### src/rtl/mandelbrot_pkg.sv
// Shared types and constants for the mandelbrot pixel collector slice.
package mandelbrot_pkg;

    localparam int PIXEL_BITS = 4;
    localparam int BYTE_BITS  = 8;

    typedef enum logic [2:0] {
        IDLE,
        REQ,
        WAIT_START,
        WAIT_DONE,
        PACK
    } state_e;

    // One buffered output byte plus its stream markers, packed as {eol, sof, data}.
    typedef struct packed {
        logic                 eol;
        logic                 sof;
        logic [BYTE_BITS-1:0] data;
    } fifo_entry_t;

endpackage

### src/rtl/pixel_byte_fifo.sv
// First-word fall-through byte buffer between the pixel packer and the output stream.
module pixel_byte_fifo
    import mandelbrot_pkg::*;
#(
    parameter int DEPTH = 2
) (
    input  logic                       clk,
    input  logic                       rst_n,
    input  logic                       push,
    input  fifo_entry_t                push_entry,
    input  logic                       pop,
    output fifo_entry_t                head,
    output logic                       not_empty,
    output logic [$clog2(DEPTH+1)-1:0] count
);

    localparam int PW = (DEPTH > 1) ? $clog2(DEPTH) : 1;
    localparam int CW = $clog2(DEPTH + 1);
    localparam logic [PW-1:0] PTR_LAST = PW'(DEPTH - 1);

    fifo_entry_t   mem_q [DEPTH];
    fifo_entry_t   mem_d [DEPTH];
    logic [PW-1:0] wr_ptr_q, wr_ptr_d;
    logic [PW-1:0] rd_ptr_q, rd_ptr_d;
    logic [CW-1:0] count_q, count_d;

    function automatic logic [PW-1:0] ptr_next(input logic [PW-1:0] ptr);
        return (ptr == PTR_LAST) ? '0 : ptr + PW'(1);
    endfunction

    always_comb begin
        mem_d    = mem_q;
        wr_ptr_d = wr_ptr_q;
        rd_ptr_d = rd_ptr_q;
        count_d  = count_q;
        if (push) begin
            mem_d[wr_ptr_q] = push_entry;
            wr_ptr_d        = ptr_next(wr_ptr_q);
        end
        if (pop) begin
            rd_ptr_d = ptr_next(rd_ptr_q);
        end
        case ({push, pop})
            2'b10:   count_d = count_q + CW'(1);
            2'b01:   count_d = count_q - CW'(1);
            default: count_d = count_q;
        endcase
    end

    always_ff @(posedge clk or negedge rst_n) begin
        if (!rst_n) begin
            for (int i = 0; i < DEPTH; i++) begin
                mem_q[i] <= '0;
            end
            wr_ptr_q <= '0;
            rd_ptr_q <= '0;
            count_q  <= '0;
        end else begin
            mem_q    <= mem_d;
            wr_ptr_q <= wr_ptr_d;
            rd_ptr_q <= rd_ptr_d;
            count_q  <= count_d;
        end
    end

    assign head      = mem_q[rd_ptr_q];
    assign not_empty = (count_q != '0);
    assign count     = count_q;

endmodule

### src/rtl/mandelbrot_pixel_collector.sv
// Requests pixels one at a time from the mandelbrot core, packs two 4-bit codes per
// byte and streams the bytes out with start-of-frame / end-of-line markers.
module mandelbrot_pixel_collector
    import mandelbrot_pkg::*;
#(
    parameter int WIDTH      = 320,
    parameter int HEIGHT     = 240,
    parameter int FIFO_DEPTH = 2
) (
    input  logic                  clk,
    input  logic                  rst_n,
    input  logic                  start,
    input  logic                  continuous,
    output logic                  core_run,
    input  logic                  core_running,
    input  logic                  core_finished,
    input  logic [PIXEL_BITS-1:0] core_ctr,
    output logic [BYTE_BITS-1:0]  m_data,
    output logic                  m_valid,
    input  logic                  m_ready,
    output logic                  m_sof,
    output logic                  m_eol,
    output logic                  busy,
    output logic                  frame_done,
    output logic                  sync_err
);

    localparam int XW = (WIDTH > 1) ? $clog2(WIDTH) : 1;
    localparam int YW = (HEIGHT > 1) ? $clog2(HEIGHT) : 1;
    localparam int CW = $clog2(FIFO_DEPTH + 1);
    localparam logic [XW-1:0] X_LAST = XW'(WIDTH - 1);
    localparam logic [YW-1:0] Y_LAST = YW'(HEIGHT - 1);

    state_e                state_q, state_d;
    logic [XW-1:0]         x_q, x_d;
    logic [YW-1:0]         y_q, y_d;
    logic [PIXEL_BITS-1:0] code_q, code_d;
    logic [PIXEL_BITS-1:0] low_q, low_d;
    logic                  frame_done_q, frame_done_d;
    logic                  sync_err_q, sync_err_d;

    logic                  push;
    logic                  pop;
    fifo_entry_t           push_entry;
    fifo_entry_t           head;
    logic                  fifo_not_empty;
    logic [CW-1:0]         fifo_count;

    always_comb begin
        state_d      = state_q;
        x_d          = x_q;
        y_d          = y_q;
        code_d       = code_q;
        low_d        = low_q;
        frame_done_d = 1'b0;
        sync_err_d   = sync_err_q;
        core_run     = 1'b0;
        push         = 1'b0;
        push_entry   = '0;
        case (state_q)
            IDLE: begin
                if (start || (continuous && frame_done_q)) begin
                    if (!core_finished) begin
                        sync_err_d = 1'b1;
                    end
                    x_d     = '0;
                    y_d     = '0;
                    state_d = REQ;
                end
            end
            // A request is only issued when the buffer can take the byte it may produce.
            REQ: begin
                if (fifo_count < CW'(FIFO_DEPTH)) begin
                    core_run = 1'b1;
                    state_d  = WAIT_START;
                end
            end
            WAIT_START: begin
                if (core_running) begin
                    state_d = WAIT_DONE;
                end
            end
            WAIT_DONE: begin
                if (!core_running) begin
                    code_d  = core_ctr;
                    state_d = PACK;
                end
            end
            PACK: begin
                if (!x_q[0]) begin
                    low_d = code_q;
                end else begin
                    push            = 1'b1;
                    push_entry.data = {code_q, low_q};
                    push_entry.sof  = (x_q == XW'(1)) && (y_q == '0);
                    push_entry.eol  = (x_q == X_LAST);
                end
                if (x_q == X_LAST) begin
                    x_d = '0;
                    if (y_q == Y_LAST) begin
                        y_d          = '0;
                        frame_done_d = 1'b1;
                        state_d      = IDLE;
                    end else begin
                        y_d     = y_q + YW'(1);
                        state_d = REQ;
                    end
                end else begin
                    x_d     = x_q + XW'(1);
                    state_d = REQ;
                end
            end
            default: state_d = IDLE;
        endcase
    end

    always_ff @(posedge clk or negedge rst_n) begin
        if (!rst_n) begin
            state_q      <= IDLE;
            x_q          <= '0;
            y_q          <= '0;
            code_q       <= '0;
            low_q        <= '0;
            frame_done_q <= 1'b0;
            sync_err_q   <= 1'b0;
        end else begin
            state_q      <= state_d;
            x_q          <= x_d;
            y_q          <= y_d;
            code_q       <= code_d;
            low_q        <= low_d;
            frame_done_q <= frame_done_d;
            sync_err_q   <= sync_err_d;
        end
    end

    pixel_byte_fifo #(
        .DEPTH(FIFO_DEPTH)
    ) u_fifo (
        .clk       (clk),
        .rst_n     (rst_n),
        .push      (push),
        .push_entry(push_entry),
        .pop       (pop),
        .head      (head),
        .not_empty (fifo_not_empty),
        .count     (fifo_count)
    );

    assign pop        = fifo_not_empty && m_ready;
    assign m_valid    = fifo_not_empty;
    assign m_data     = head.data;
    assign m_sof      = head.sof;
    assign m_eol      = head.eol;
    assign busy       = (state_q != IDLE);
    assign frame_done = frame_done_q;
    assign sync_err   = sync_err_q;

endmodule

### config.mk
export PLATFORM = sky130hd
export DESIGN_NAME = mandelbrot_pixel_collector
export DESIGN_NICKNAME = d
export VERILOG_FILES = /design/src/rtl/mandelbrot_pkg.sv /design/src/rtl/pixel_byte_fifo.sv /design/src/rtl/mandelbrot_pixel_collector.sv
export SDC_FILE = /design/constraint.sdc
export NUM_CORES = 1
export LEC_CHECK = 0
export BUFFER_PORTS_ARGS = -buffer_cell sky130_fd_sc_hd__clkbuf_2
export CAP_MARGIN = 20
export CELL_PAD_IN_SITES_DETAIL_PLACEMENT = 0
export CELL_PAD_IN_SITES_GLOBAL_PLACEMENT = 1
export CORE_ASPECT_RATIO = 1.1
export CORE_MARGIN = 1.5
export CORE_UTILIZATION = 30
export DETAILED_ROUTE_END_ITERATION = 7
export PLACE_DENSITY_LB_ADDON = 0.15
export SLEW_MARGIN = 0
export SYNTH_ARGS = -nofsm -noshare
export SYNTH_HDL_FRONTEND = slang
export SYNTH_SLANG_ARGS = --single-unit
export TNS_END_PERCENT = 20
### constraint.sdc
create_clock -name clk -period 3.96 [get_ports clk]
set_clock_uncertainty 0.2 [all_clocks]
set_input_delay 0.396 -clock clk [delete_from_list [all_inputs] [get_ports clk]]
set_output_delay 0.396 -clock clk [all_outputs]
set_load 0.02 [all_outputs]
After elaboration in Yosys (flattened, before gate mapping)
Cells that the tools add are included.

operators by class
  add/subtract/negate cells = 6
  magnitude comparators = 4
  eq/ne operators = 14
  mux-type cells = 32
  bitwise gates (word level) = 5
  reduce and logical (&&, ||, !) cells = 17

operators by type and width
  cell                   number
  $mux W10               6
  $mux W8                3
  $bwmux W20             1
  $mux W9                2
  $pmux W9 S2            1
  $pmux W8 S2            1
  $mux W3                5
  $pmux W3 S5            1
  $demux W10 S1          1
  $mux W1                10
  $ne A2 B2 Y1 const B   5
  $add A9 B1 Y9 const B  1
  $eq A9 B1 Y1 const B   1
  $eq A9 B9 Y1 const B   1
  $add A8 B1 Y8 const B  1
  $eq A8 B8 Y1 const B   1
  $logic_not A8 Y1       1
  $eq A3 B2 Y1 const B   2
  $reduce_and A2 Y1      3
  $reduce_and A3 Y1      2
  $reduce_bool A2 Y1     3
  $ge A2 B2 Y1 const B   2
  $logic_and A1 B1 Y1    4
  $not A1 Y2             2
  other kinds (15)       18

word-level totals
  register bits after elaboration = 54
  bits of input ports = 11
  output and inout bits = 15

Depth between registers and ports, before layout
  depth after elaboration = 6
  gate-level depth with buffers = 7

By module
From an unflattened synthesis, not the netlist that was laid out.

second synthesis, totals
  cell total of the unflattened synthesis = 240
  area total of the unflattened synthesis = 2,736.4 um^2

modules (own cells, without submodules)
  module                      times used  cells each  area each (um^2)
  mandelbrot_pixel_collector  1           174         1,705.4
  pixel_byte_fifo             1           66          1,031.0

Worst setup path after synthesis
OpenSTA, ideal clock, no wires.

  path kind = reg-to-reg
  from = reg state_q[1]
  to = reg y_q[3]
  library setup time = 0.124 ns
  arrival time = 1.803 ns
  required time = 3.636 ns
  path slack = 1.833 ns
  stages on the path, launching flop included = 8
  path buffers = 3
  period minus slack after synthesis = 2.127 ns
  cell sequence = dfrtp_1 > buf_6 > or3_4 > or2_1 > buf_6 > and2_4 > buf_6 > a211o_1

between the ends
  cells in the longest elaborated chain, start to end = 3

ends and longest elaborated chain
  element                                                              line                               source
  from (decl)                                                          mandelbrot_pixel_collector.sv:34   state_e state_q, state_d;
  from (signal assigned)                                               mandelbrot_pixel_collector.sv:127  state_q <= state_d;
  $eq A3 B3 Y1 or $logic_not A3 Y1 (tied branches)                     mandelbrot_pixel_collector.sv:60   case (state_q)
  $ne A2 B2 Y1 (no source line) or $reduce_bool A2 Y1 (tied branches)  -
  $reduce_and A3 Y1 (no source line)                                   -
  to (signal assigned)                                                 mandelbrot_pixel_collector.sv:129  y_q <= y_d;
  to (decl)                                                            mandelbrot_pixel_collector.sv:36   logic [YW-1:0] y_q, y_d;

Several ways; a longest one is shown, not always the timed one.
A chain may end at the register's enable or synchronous reset.

Worst setup path after layout
  from = reg state_q[1]
  to = reg u_fifo.mem_q[15] (netlist name)

between the ends
  cells in the longest elaborated chain, start to end = 3

ends and longest elaborated chain
  element               line                              source
  $eq A3 B3 Y1 (*)      mandelbrot_pixel_collector.sv:60
  $mux W10              mandelbrot_pixel_collector.sv:60
  $bwmux W20            pixel_byte_fifo.sv:37             mem_d[wr_ptr_q] = push_entry;
  to (signal assigned)  pixel_byte_fifo.sv:59             mem_q <= mem_d;
  to (decl)             pixel_byte_fifo.sv:21             fifo_entry_t mem_q [DEPTH];

Mark *: on every way between the ends. The rest lies on a longest branch, timed or not.

==> impl_metrics.sql <==
INSERT INTO impl_metrics (metric_group, metric, value, unit) VALUES
('sta', 'timing.final.crit_share', '60.72', '%'),
('outcome', 'failed_checks', 'negative hold slack', ''),
('yosys', 'yosys_most_used_dff', 'sky130_fd_sc_hd__dfrtp_1', ''),
('drt', 'post-route-drc-count', '0', ''),
('power', 'power', '1.671', 'mW'),
('power', 'max-vdd-ir-drop', '240.6', 'uV'),
('global_route', 'antenna_found_initial', '0', ''),
('yosys', 'synth_fp_nets', '251', ''),
('clocking', 'htreeDepth', '2', ''),
('drt', 'num_vias', '1833', ''),
('die', 'fp.dieH', '101.7', 'um'),
('die', 'placement_rows', '35', ''),
('clocking', 'clk_transition_reported_paths', '0.10', 'ns'),
('placement', 'dpl.cell_count', '365', ''),
('sta', 'setup_tns', '0', 'ns'),
('placement', 'buffers_on_ports', '25', ''),
('die', 'core', '8496', 'um^2'),
('global_route', 'pin_count_of_the_biggest_net_entering_global_routing', '34', ''),
('sta', 'timing.final.setup_violations', '0', ''),
('final_layout', 'post_layout_nonfiller_instances', '373', ''),
('final_layout', 'flow.area_growth_from_synthesis', '11.73', '%'),
('yosys', 'synthesis.instances', '235', ''),
('sta', 'period_needed', '2.405', 'ns'),
('yosys', 'synth.yosys.warnings', '0', ''),
('sta', 'timing.final.max_slew_violations', '0', ''),
('drt', 'initialDrtViolationCount', '75', ''),
('sta', 'worst_pin_slew', '0.9417', 'ns'),
('final_layout', 'drive_above_1_share', '29.01', '%'),
('yosys', 'synth_edf_count', '0', ''),
('placement', 'place_hpwl', '3945', 'um'),
('yosys', 'area_of_the_mapped_netlist', '2656', 'um^2'),
('yosys', 'post-synth-top-area-fraction', '50.87', '%'),
('sta', 'whs', '-0.02118', 'ns'),
('die', 'floorplan.initialDensity', '31.27', '%'),
('global_route', 'grt_first_pass_wirelength', '9259', 'um'),
('yosys', 'ys_types', '49', ''),
('drt', 'drt-pass1-iter-count', '4', ''),
('setup_path', 'timing_worst_setup_path_type', 'reg -> reg', ''),
('global_route', 'grt_util_all_layers', '12.74', '%'),
('clocking', 'tritoncts.num_buffers', '5', ''),
('drt', 'antenna_violating_nets_post_route', '0', ''),
('clocking', 'cts-resized-gates', '0', ''),
('sta', 'finalHoldViolations', '32', ''),
('sta', 'fmax', '0.4159', 'GHz'),
('yosys', 'synthTopCellsByArea', 'sky130_fd_sc_hd__dfrtp_1 51%, sky130_fd_sc_hd__mux2_2 15%, sky130_fd_sc_hd__o21ai_0 3.2%, sky130_fd_sc_hd__ha_1 2.4%, sky130_fd_sc_hd__nand2_1 2.3%', ''),
('yosys', 'postSynthRegisterBits', '54', ''),
('setup_path', 'critical_path_peak_fanout', '10', ''),
('die', 'die_w', '92.72', 'um'),
('outcome', 'outcome', 'complete, but fails checks', ''),
('drt', 'routed_via_density', '4.914', ''),
('clocking', 'clockBufferDepth', '2', ''),
('clocking', 'clock_sink_count', '54', ''),
('clocking', 'root_buffer', 'sky130_fd_sc_hd__clkbuf_8', ''),
('global_route', 'first_global_vias', '1734', ''),
('clocking', 'holdBufCountCts', '0', ''),
('flow_run', 'max_cap_viol_count', '0', ''),
('clocking', 'cts_tree', 'built', ''),
('sta', 'grt_setup_unrepaired', 'no', ''),
('placement', 'gp_routability_congestion', '0.8021', ''),
('drt', 'routed_wire_length_per_instance', '14.88', 'um'),
('yosys', 'synth_most_common_cell', 'sky130_fd_sc_hd__dfrtp_1', ''),
('die', 'ios', '26', ''),
('power', 'total_leakage_power', '1.384', 'nW'),
('yosys', 'synth_async_sr_flop_share', '100.0', '%'),
('setup_path', 'cp_data_arrival_time', '2.41', 'ns'),
('die', 'die-area', '9429', 'um^2'),
('final_layout', 'diodes', '0', ''),
('setup_path', 'timing.critical_path.required', '3.96', 'ns'),
('setup_path', 'timing.critical_path.to_type', 'flop', ''),
('clocking', 'post-cts-setup-buffers', '0', ''),
('setup_path', 'element_type_at_the_critical_path_start', 'flop', ''),
('drt', 'routed_wirelength', '5551', 'um'),
('clocking', 'worst_skew_pair.late_latency', '0.31', 'ns'),
('worst_hold_path', 'holdCritPathClass', 'in -> async', ''),
('power', 'pwr_density_cell', '562.9', 'nW/um^2'),
('yosys', 'synth_top_cells_by_count', '54 x sky130_fd_sc_hd__dfrtp_1, 35 x sky130_fd_sc_hd__mux2_2, 17 x sky130_fd_sc_hd__o21ai_0', ''),
('final_layout', 'final_net_count', '277', ''),
('yosys', 'leading_area_contributor_after_synthesis', 'sky130_fd_sc_hd__dfrtp_1', ''),
('yosys', 'per_instance_average_area_after_synthesis', '11.30', 'um^2'),
('global_route', 'overflow', '0', ''),
('sta', 'slew_headroom', '36.40', '%'),
('yosys', 'synth-seq-area-share', '50.87', '%');
## sequential cells by signal, indices dropped and copies added, names as in the netlist
name and flops:
u_fifo.mem_q 20, code_q 4, u_fifo.count 2, sync_err 1, x_q 9, state_q 3
low_q 4, y_q 8, u_fifo.wr_ptr_q 1, u_fifo.rd_ptr_q 1, frame_done 1
## final timing paths
path / start / endpoint / slack, ns / cells after the start
worst max-delay path: state_q[1] / u_fifo.mem_q[15] / 1.56 / 4
worst min-delay path: rst_n / frame_done / -0.02 / 1
worst max register to register: state_q[1] / u_fifo.mem_q[15] / 1.56 / 4
worst min register to register: sync_err / sync_err / 0.29 / 1
max in group asynchronous: rst_n / x_q[3] / 2.76 / 2
min in group clk: core_finished / sync_err / 0.06 / 2
## power by group
group / internal [mW] / switching, mW
clock network: 0.127 / 0.194
registers: 0.694 / 0.168
logic: 0.248 / 0.239
total: 1.07 / 0.601
## worst max-delay path, cell delays in order, from the launching register on
cell and delay (ns):
sky130_fd_sc_hd__dfrtp_1 0.49, sky130_fd_sc_hd__nor3b_4 0.43, sky130_fd_sc_hd__nand2_1 0.26, sky130_fd_sc_hd__nor2_2 0.51, sky130_fd_sc_hd__mux2_2 0.40
## per-stage QoR
stage,area [um^2],utilization (%),worst slack (ns),hold WS (ns)
after floorplan,2656,-,1.833,-0.09959
after global placement,2875,33.84,1.543,0.2585
after detailed placement,2875,33.84,1.519,0.2616
after CTS,2968,34.93,1.517,0.01673
after global routing,2968,34.93,1.329,0.05041
final,2968,34.93,1.555,-0.02118
## logic make-up (layout without fill, tap and decap cells)
kind of cell | count (synthesis) | after routing | synth area share [%]
xor gates and xnor gates | 6 | 6 | 1.979
and+or+nand+nor | 80 | 80 | 16.86
adders and majority gates | 5 | 5 | 2.355
DFF | 54 | 54 | 50.87
muxes | 35 | 35 | 14.84
AOI/OAI and AO/OA | 42 | 42 | 10.27
buffers and inverters | 13 | 40 | 2.826
## cells in the final DEF (no fill, tap or decap), types with 2 or more instances in the layout
cell                         instances
sky130_fd_sc_hd__nand4b_1            2
sky130_fd_sc_hd__a21oi_1             4
sky130_fd_sc_hd__o21bai_1            2
sky130_fd_sc_hd__a211o_1             4
sky130_fd_sc_hd__nor2_1             10
sky130_fd_sc_hd__xor2_1              3
sky130_fd_sc_hd__a21o_1              2
sky130_fd_sc_hd__nand4_1             3
sky130_fd_sc_hd__nor4_1              4
sky130_fd_sc_hd__clkinvlp_4          2
sky130_fd_sc_hd__o41ai_1             2
sky130_fd_sc_hd__nor3_1              7
sky130_fd_sc_hd__or3_1               3
sky130_fd_sc_hd__nand3_1            10
sky130_fd_sc_hd__and3_1              6
sky130_fd_sc_hd__inv_1               6
sky130_fd_sc_hd__dfrtp_1            54
sky130_fd_sc_hd__nand2b_1            4
sky130_fd_sc_hd__o21a_1              2
sky130_fd_sc_hd__or2_2               2
sky130_fd_sc_hd__clkbuf_2           25
sky130_fd_sc_hd__nand2_1            16
sky130_fd_sc_hd__xnor2_1             3
sky130_fd_sc_hd__mux2_2             35
sky130_fd_sc_hd__clkbuf_8            5
sky130_fd_sc_hd__ha_1                5
sky130_fd_sc_hd__o21ai_0            17
sky130_fd_sc_hd__and2_1              2
## routing by layer
layer	share of wire (%)	GRT usage [%]	vias up
met1	49	18.97	889
met4	0.88	3.846	0
li1	-	-	902
met5	0	0	-
met3	4.5	2.252	5
met2	45	18.83	37
## cell type report
type,count,area [um^2]
Tap cell,111,138.9
Clock buffer,5,68.82
Timing Repair Buffer,26,132.6
Sequential cell,54,1351
Fill cell,876,5528
Multi-Input combinational cell,168,1230
Inverter,6,22.52
Clock inverter,3,23.77
No activity file was read; power rests on OpenSTA's default activity.
